**config.mk**
```make
export PLATFORM = sky130hd
export DESIGN_NAME = dcache_write_buffer
export DESIGN_NICKNAME = d
export VERILOG_FILES = /design/src/rtl/dcache_wb_pkg.sv /design/src/rtl/dcache_wb_fifo.sv /design/src/rtl/dcache_write_buffer.sv
export SDC_FILE = /design/constraint.sdc
export NUM_CORES = 1
export LEC_CHECK = 0
export ABC_AREA = 1
export ABC_CLOCK_PERIOD_IN_PS = 17120
export BUFFER_PORTS_ARGS = -buffer_cell sky130_fd_sc_hd__buf_2
export CAP_MARGIN = 20
export CORE_ASPECT_RATIO = 0.6
export CORE_MARGIN = 2
export CORE_UTILIZATION = 30
export CTS_CLUSTER_SIZE = 8
export DETAILED_ROUTE_END_ITERATION = 7
export SLEW_MARGIN = 0
export SYNTH_ARGS = -nofsm -noshare
export SYNTH_HDL_FRONTEND = slang
export SYNTH_SLANG_ARGS = --single-unit
export TNS_END_PERCENT = 100
```
**constraint.sdc**
```tcl
create_clock -name clock -period 17.12 [get_ports clock]
set_clock_uncertainty 0.15 [all_clocks]
set_input_delay 0 -clock clock [delete_from_list [all_inputs] [get_ports clock]]
set_output_delay 0 -clock clock [all_outputs]
set_load 0.05 [all_outputs]
```
**src/rtl/dcache_wb_pkg.sv**
```systemverilog
// Shared types and constants for the data-cache posted-write buffer.
// Imported by dcache_wb_fifo and dcache_write_buffer.
package dcache_wb_pkg;

    localparam int          WB_ADDR_W    = 32;
    localparam logic [2:0]  WR_TYPE_LINE = 3'b100;
    localparam int          LINE_OFF_W   = 4;

    // Stored field order matches the cache request: type, address, strobes, line data.
    typedef struct packed {
        logic [2:0]           wtype;
        logic [WB_ADDR_W-1:0] addr;
        logic [3:0]           wstrb;
        logic [127:0]         data;
    } wb_entry_t;

    function automatic logic [WB_ADDR_W-LINE_OFF_W-1:0] lineOf(input logic [WB_ADDR_W-1:0] a);
        return a[WB_ADDR_W-1:LINE_OFF_W];
    endfunction

endpackage

```
**src/rtl/dcache_wb_fifo.sv**
```systemverilog
// Circular entry store for the write buffer: pointers, occupancy count and head view.
// With DCACHE_WB_RAW_CHECK_EN defined it also exports per-entry valid bits and line addresses.
module dcache_wb_fifo
    import dcache_wb_pkg::*;
#(
    parameter int DEPTH = 4
) (
    input  logic      clock,
    input  logic      reset,
    input  logic      push_i,
    input  wb_entry_t push_entry_i,
    input  logic      pop_i,
    output wb_entry_t head_o,
    output logic      full_o,
    output logic      empty_o
`ifdef DCACHE_WB_RAW_CHECK_EN
    ,
    output logic [DEPTH-1:0]                          valid_o,
    output logic [DEPTH-1:0][WB_ADDR_W-LINE_OFF_W-1:0] line_o
`endif
);

    localparam int PTR_W = $clog2(DEPTH);

    wb_entry_t        mem_q [DEPTH];
    logic [PTR_W-1:0] wptr_q, wptr_d;
    logic [PTR_W-1:0] rptr_q, rptr_d;
    logic [PTR_W:0]   count_q, count_d;
    logic             doPush, doPop;

    assign full_o  = (count_q == (PTR_W+1)'(DEPTH));
    assign empty_o = (count_q == '0);
    assign doPush  = push_i && !full_o;
    assign doPop   = pop_i && !empty_o;
    assign head_o  = mem_q[rptr_q];

    always_comb begin
        wptr_d  = wptr_q;
        rptr_d  = rptr_q;
        count_d = count_q;
        if (doPush) wptr_d = wptr_q + PTR_W'(1);
        if (doPop)  rptr_d = rptr_q + PTR_W'(1);
        if (doPush && !doPop)      count_d = count_q + (PTR_W+1)'(1);
        else if (!doPush && doPop) count_d = count_q - (PTR_W+1)'(1);
    end

    always_ff @(posedge clock or posedge reset) begin
        if (reset) begin
            wptr_q  <= '0;
            rptr_q  <= '0;
            count_q <= '0;
        end else begin
            wptr_q  <= wptr_d;
            rptr_q  <= rptr_d;
            count_q <= count_d;
        end
    end

    // Storage is deliberately left unreset; validity comes only from the pointers and count.
    always_ff @(posedge clock) begin
        if (doPush) mem_q[wptr_q] <= push_entry_i;
    end

`ifdef DCACHE_WB_RAW_CHECK_EN
    // A slot is live when its distance from the read pointer is below the occupancy.
    always_comb begin
        valid_o = '0;
        for (int i = 0; i < DEPTH; i++) begin
            valid_o[i] = ({1'b0, PTR_W'(i) - rptr_q} < count_q);
        end
    end

    for (genvar g = 0; g < DEPTH; g++) begin : gLine
        assign line_o[g] = lineOf(mem_q[g].addr);
    end
`endif

endmodule

```
**src/rtl/dcache_write_buffer.sv**
```systemverilog
// Posted-write queue between the D-cache write port and the AXI bridge, plus read-after-write hazard flag.
// Define DCACHE_WB_RAW_CHECK_EN for line-granular conflict compare; otherwise any held entry stalls reads.
module dcache_write_buffer
    import dcache_wb_pkg::*;
#(
    parameter int DEPTH  = 4,
    parameter int ADDR_W = WB_ADDR_W
) (
    input  logic              clock,
    input  logic              reset,
    input  logic              wr_req,
    input  logic [2:0]        wr_type,
    input  logic [ADDR_W-1:0] wr_addr,
    input  logic [3:0]        wr_wstrb,
    input  logic [127:0]      wr_data,
    output logic              wr_rdy,
    output logic              out_wr_req,
    output logic [2:0]        out_wr_type,
    output logic [ADDR_W-1:0] out_wr_addr,
    output logic [3:0]        out_wr_wstrb,
    output logic [127:0]      out_wr_data,
    input  logic              out_wr_rdy,
    input  logic [ADDR_W-1:0] rd_chk_addr,
    output logic              rd_conflict,
    output logic              write_buffer_empty
);

    wb_entry_t pushEntry;
    wb_entry_t head;
    logic      full, empty;
    logic      push, pop;

    assign pushEntry = '{wtype: wr_type, addr: wr_addr, wstrb: wr_wstrb, data: wr_data};

    assign wr_rdy             = !full;
    assign push               = wr_req && wr_rdy;
    assign out_wr_req         = !empty;
    assign pop                = out_wr_req && out_wr_rdy;
    assign write_buffer_empty = empty;

    // Head fields are masked while empty so the unreset storage never leaks onto the bridge.
    assign out_wr_type  = empty ? '0 : head.wtype;
    assign out_wr_addr  = empty ? '0 : head.addr;
    assign out_wr_wstrb = empty ? '0 : head.wstrb;
    assign out_wr_data  = empty ? '0 : head.data;

`ifdef DCACHE_WB_RAW_CHECK_EN
    logic [DEPTH-1:0]                           entryValid;
    logic [DEPTH-1:0][WB_ADDR_W-LINE_OFF_W-1:0] entryLine;
    logic [DEPTH-1:0]                           lineHit;
    logic                                       unused_rdOffset;

    dcache_wb_fifo #(.DEPTH(DEPTH)) uFifo (
        .clock        (clock),
        .reset        (reset),
        .push_i       (push),
        .push_entry_i (pushEntry),
        .pop_i        (pop),
        .head_o       (head),
        .full_o       (full),
        .empty_o      (empty),
        .valid_o      (entryValid),
        .line_o       (entryLine)
    );

    // Line-granular match regardless of entry type; a single-word store blocks its whole line.
    always_comb begin
        lineHit = '0;
        for (int i = 0; i < DEPTH; i++) begin
            lineHit[i] = entryValid[i] && (entryLine[i] == rd_chk_addr[ADDR_W-1:LINE_OFF_W]);
        end
    end

    assign rd_conflict     = |lineHit;
    assign unused_rdOffset = ^rd_chk_addr[LINE_OFF_W-1:0];
`else
    logic unused_rdAddr;

    dcache_wb_fifo #(.DEPTH(DEPTH)) uFifo (
        .clock        (clock),
        .reset        (reset),
        .push_i       (push),
        .push_entry_i (pushEntry),
        .pop_i        (pop),
        .head_o       (head),
        .full_o       (full),
        .empty_o      (empty)
    );

    assign rd_conflict   = !empty;
    assign unused_rdAddr = ^rd_chk_addr;
`endif

endmodule

```
==> impl_metrics.ini, run 1 <==
[global_route]
grt.overflow.total = 0
grt_max_degree = 173
track_usage_pct = 14.1
grt_pass1_vias = 19200
antenna_found_initial = 5
grt_pass1_wl_mm = 108

[timing]
min_period_ns = 4.17
fin_crit_sh_pct = 24.3
drv_slew = 0
tns_ns = 0
fmax_mhz = 240
maxSlewHeadroom_pct = 22.5
hold_violations = 0
rsz0062_at_grt = false
setup_violations = 0
worst_slew_pin_slew_ns = 1.16

[min_path]
hp-class = in2reg
hold_path_startpoint = wr_data[12]
hold_path_end = uFifo.mem_q[0][12]$_DFFE_PP_
whs_path_depth = 2

[worst_setup_path]
arrival_ns = 4.02
worst_setup_path_end_kind = primary output
rrSetupSlack_ns = 14.23
r2r-start = uFifo.count_q[0]$_DFFE_PP0P_
worstSetupPathType = reg2out
required_ns = 16.97
ff2ff_path_depth = 5
startpoint_type = flop
worstPathMaxFanout = 60
r2r-end = uFifo.mem_q[1][140]$_DFFE_PP_

[yosys]
synthFlopType = edfxtp_1
syn_nets = 2903
syn_inst = 2694
ys_seq_area_share_pct = 70.7
synth.distinct_cells = 18
synthArstFlopShare_pct = 1.04
syn_avg_cell_area_um2 = 10.6
syn-cell-area_um2 = 28600
synthMostInstantiatedCell = nand2_1
synth_edf_count = 668
ys_ff_latch = 675
synth_top_area_share_pct = 70.1
yosysTopAreaCell = edfxtp_1
synth_warnings = 0
netlist_top_cells_count = nand2_1, inv_1, edfxtp_1, nand3_1, a21oi_1
netlist_top_cells_area = edfxtp_1, nand2_1, inv_1

[die]
dieWidth_um = 403
core_area_um2 = 94300
start_util_pct = 30.4
boundaryPins = 374
fp.dieH_um = 243
die_area_um2 = 97900
rows = 87

[power]
peakVddDrop_v = 0.000165
power_density_nw_per_um2 = 192
leakagePower_nw = 16.5
power_mw = 7.18

[cts]
clockBufferDepth = 3
cts.sinks = 675
tritoncts = yes
cts_made_buffers = 94
cts_resized = 0
clkTransAtPathRegs_ns = 0.05
root_buffer = clkbuf_16
cts_max_level = 3
clk-insertion-delay-late_ns = 0.64

[routing]
drt_wl_total_mm = 70.3
via_per_inst = 4.23
first_pass_iters = 5
routed-via-count = 19600
ant_nets = 0
routedWlPerCell_um = 15.2
drt_iter0_drc = 1120
drc_errors = 0

[placed_design]
dp_hpwl_mm = 35.7
portBuffers = 341
gp_congestion = 0.724

[finish]
seq_area_um2 = 20200
nets = 3570
multiInputGateArea_um2 = 5260
syn2layout_area_growth_pct = 30.9
drive_above_1_share_pct = 14.0
fill_cells = 8889

[run_status]
status = complete, no violations

[run]
drv_cap = 0
==> cell usage in the layout (no fill, tap or decap) <==
| cell | Yosys | layout |
|---|---|---|
| o21ai_0 | 2 | 2 |
| edfxtp_1 | 668 | 668 |
| clkinv_1 | 1 | 1 |
| clkinv_2 | 0 | 1 |
| a21oi_1 | 167 | 167 |
| clkbuf_1 | 38 | 9 |
| buf_4 | 1 | 18 |
| clkbuf_16 | 0 | 95 |
| nand2_1 | 683 | 683 |
| inv_16 | 0 | 2 |
| dlygate4sd3_1 | 0 | 339 |
| fa_1 | 1 | 1 |
| xnor2_1 | 2 | 2 |
| dfrtp_4 | 0 | 2 |
| buf_2 | 71 | 341 |
| inv_1 | 682 | 682 |
| clkinv_8 | 0 | 2 |
| inv_8 | 0 | 1 |
| diode_2 | 0 | 5 |
| ha_1 | 5 | 5 |
| nand4_1 | 1 | 1 |
| inv_6 | 0 | 4 |
| buf_12 | 0 | 3 |
| dfrtp_1 | 7 | 5 |
| nor2_4 | 0 | 4 |
| nand3_1 | 339 | 339 |
==> critical path, stage by stage (launching register included) <==
cell	delay (ns)
dfrtp_4	0.93
buf_4	0.76
buf_4	0.78
nand3_1	0.14
a21oi_1	0.24
buf_2	0.32
==> where the power goes <==
| group | switching [mW] | internal, mW |
|---|---|---|
| sequential | 0.0951 | 2.18 |
| clock | 0.663 | 0.981 |
| combinational | 2.56 | 0.707 |
| total | 3.32 | 3.87 |
==> metal layers <==
layer  part of all wire [%]  vias to the layer above  track usage [%]
met4                    1.8                        2             3.97
li1                       -                     9863                -
met3                    6.4                      101             3.89
met5                  0.018                        -                0
met2                     47                      433             23.2
met1                     44                     9164             18.2
==> registers in the layout, indices dropped and copies added, names as in the netlist <==
name and flops:
uFifo.mem_q 668, uFifo.count_q 3, uFifo.rptr_q 2, uFifo.wptr_q 2
==> layout make-up <==
type	count	area share (%)
multi-input combinational	1204	14.0
clock inverter	8	0.264
sequential	675	54.0
timing repair buffer	701	14.1
tap	1246	4.16
inverter	685	6.91
clock buffer	104	6.44
antenna	5	0.0334
==> cell families (layout without fill, tap and decap cells) <==
kind of cell    Yosys count  after routing  synth area share (%)
compound gates          169            169                  2.96
fa+ha+maj                 6              6                 0.289
simple gates           1027           1027                  15.0
xor+xnor                  2              2                0.0612
other cells               0              5                     0
buf+inv                 815           1498                  11.0
flops                   675            675                  70.7
==> per-stage QoR <==
step                instances  hold WS (ns)  area, µm²  setup slack (ns)  util, %
finish                   4628        0.0271      37500             12.95     39.7
floorplan                2694        -0.347      28600              8.17        -
CTS                      4623       0.00175      37500             12.83     39.7
global placement         4172        -0.188      31500             13.56     33.5
detailed placement       4172        -0.182      31500             13.55     33.5
global route             4626        0.0195      37500             12.69     39.7
==> repair_timing <==
item	CTS	global route
setup buffers	0	0
hold endpoints to repair	686	0
hold buffers	339	0
setup endpoints to repair	0	0
==> worst max path at each step <==
stage                                 start                          end  cells after the start  slack [ns]
6_report        uFifo.rptr_q[1]$_DFFE_PP0P_              out_wr_data[30]                      5       12.95
5_1_grt         uFifo.rptr_q[1]$_DFFE_PP0P_              out_wr_data[30]                      5       12.69
4_1_cts         uFifo.rptr_q[1]$_DFFE_PP0P_              out_wr_wstrb[2]                      5       12.83
3_5_place_dp    uFifo.rptr_q[1]$_DFFE_PP0P_              out_wr_wstrb[2]                      5       13.55
3_3_place_gp    uFifo.rptr_q[1]$_DFFE_PP0P_              out_wr_wstrb[2]                      5       13.56
2_1_floorplan  uFifo.count_q[0]$_DFFE_PP0P_  uFifo.mem_q[0][0]$_DFFE_PP_                      4        8.17
Note: power is estimated with default switching activity, not from simulation.
==> inputs of run 2 (changes only) <==
- ABC_CLOCK_PERIOD_IN_PS: 17120 -> 3900
- clock period: 17.12 -> 3.9 ns (I/O delays scaled with it)
==> run 2 against run 1 <==
Against the previous run: die area did not move; final cell count rose by 0.30%; clock power rose to 4.4 times the previous value; register-to-register slack got worse by 13 ns; count of clock-buffer cells in the layout rose by 4; sequential share of layout area fell by 0.46 points; worst setup slack got worse by 12 ns; cell area rose by 0.85%.
==> impl_metrics.ini, run 2 (synthesized netlist as in run 1, its figures left out) <==
[cts]
root_buffer = clkbuf_16
cts_setup_buffers = 0
postCtsHoldBufs = 337
tritoncts = yes
cts_max_level = 3
clkTransAtPathRegs_ns = 0.05
clk-insertion-delay-late_ns = 0.63
clockBufferDepth = 3
cts.sinks = 675
cts_resized = 0
cts_made_buffers = 94

[power]
peakVddDrop_v = 0.000583
swShare_pct = 45.9
power_density_nw_per_um2 = 842
power_frac_seq_pct = 31.1
clock_power_share_pct = 22.7
p_int_mw = 17.2
switchingPower_mw = 14.6
p_comb_share_pct = 46.2
leakagePower_nw = 16.7

[finish]
design_area_um2 = 37800
final_cell_mix = inv_1, nand2_1, edfxtp_1
largest_register_ffs = 668
fill_cells = 8985
reg_top3 = uFifo.mem_q (668), uFifo.count_q (3)
nets = 3588
regMostFlops = uFifo.mem_q
drive_above_1_share_pct = 14.6
syn2layout_area_growth_pct = 32.1

[global_route]
grt_pass1_wl_mm = 109
track_usage_pct = 14.2
grt_pass1_vias = 19100
grt_max_degree = 115
busiest_layer = met2
grt.overflow.total = 0
met1_usage_pct = 19.0
grt_util_met2_pct = 22.6
antenna_found_initial = 3
globalRouteMet3Util_pct = 3.85

[die]
die_area_um2 = 97900
core_area_um2 = 94300
boundaryPins = 374
dieWidth_um = 403
fp.dieH_um = 243
start_util_pct = 30.4
rows = 87

[placed_design]
pre_cts_ws_ns = 1.38
dp_hpwl_mm = 37.0
portBuffers = 341
place_area_um2 = 31900
gp_congestion = 0.727

[timing]
fin_crit_sh_pct = 80.5
tns_ns = 0
drv_slew = 0
maxSlewHeadroom_pct = 36.0
setup_violations = 0
fmax_mhz = 318
hold_violations = 0
rsz0062_at_grt = false
setup_slack_ns = 0.760
min_period_ns = 3.14
worst_slew_pin_slew_ns = 0.958

[worst_setup_path]
arrival_ns = 2.99
r2r-start = uFifo.wptr_q[0]$_DFFE_PP0P_
worstPathMaxFanout = 95
required_ns = 3.75
worst_setup_path_end_kind = primary output
cp-endpoint = out_wr_data[31]
startpoint = uFifo.rptr_q[0]$_DFFE_PP0P_
rrSetupSlack_ns = 1.55
ff2ff_path_depth = 5
startpoint_type = flop
worstSetupPathType = reg2out
r2r-end = uFifo.mem_q[2][147]$_DFFE_PP_

[run_status]
status = complete, no violations

[routing]
first_pass_iters = 5
drt_wl_total_mm = 70.2
routed-via-count = 19600
via_per_inst = 4.22
routedWlPerCell_um = 15.1
drc_errors = 0
drt_iter0_drc = 1415
ant_nets = 0

[run]
drv_cap = 0

[min_path]
hp-class = in2reg
-- run 2: worst max-delay path, stage by stage, from the launching register on --
cell	delay [ns]
dfrtp_4	0.83
inv_8	0.40
buf_12	0.33
nand2_1	0.09
nand3_1	0.06
a21oi_1	0.28
buf_2	0.33
-- run 2: layer usage --
layer  wire length (µm)  share of wire [%]
met1              31800                 45
met2              32300                 46
met3               4400                6.3
met4               1760                2.5
met5                 24              0.034
-- run 2: area by class of cell --
cell class	count	area [µm²]	area share (%)
Sequential cell	675	20200	53.6
Timing Repair Buffer	719	5600	14.8
Multi-Input combinational cell	1204	5280	14.0
Inverter	685	2590	6.85
Clock buffer	108	2470	6.53
Tap cell	1246	1560	4.13
Clock inverter	4	46.3	0.123
Antenna cell	1	2.50	0.00662
-- run 2: worst min path at each step --
stage          cells past startpoint         from                      endpoint
5_1_grt                            2  wr_data[55]  uFifo.mem_q[0][55]$_DFFE_PP_
2_1_floorplan                      1        reset  uFifo.count_q[0]$_DFFE_PP0P_
3_3_place_gp                       2        reset  uFifo.count_q[2]$_DFFE_PP0P_
3_5_place_dp                       2        reset  uFifo.count_q[2]$_DFFE_PP0P_
4_1_cts                            4   out_wr_rdy   uFifo.rptr_q[0]$_DFFE_PP0P_
6_report                           2  wr_data[55]  uFifo.mem_q[0][55]$_DFFE_PP_
-- run 2: per-stage QoR --
| step | total power, mW | std cells | util (%) | hold WS (ns) |
|---|---|---|---|---|
| final | 31.8 | 4642 | 40.1 | 0.0621 |
| after CTS | 32.2 | 4641 | 40.1 | 0.00322 |
| after detailed placement | 24.6 | 4192 | 33.8 | -0.206 |
| after global placement | 24.4 | 4192 | 33.8 | -0.202 |
| after floorplan | 20.6 | 2694 | - | -0.347 |
| after global routing | 33.6 | 4642 | 40.1 | 0.0134 |
-- run 2: power groups by stage --
stage          logic [mW]  registers [mW]  clock network, mW
6_report             14.7            9.91               7.22
5_1_grt              15.8            10.0               7.76
3_5_place_dp         14.5            10.0                  0
4_1_cts              14.8            9.92               7.43
2_1_floorplan        10.6            10.0                  0
3_3_place_gp         14.4            10.0                  0
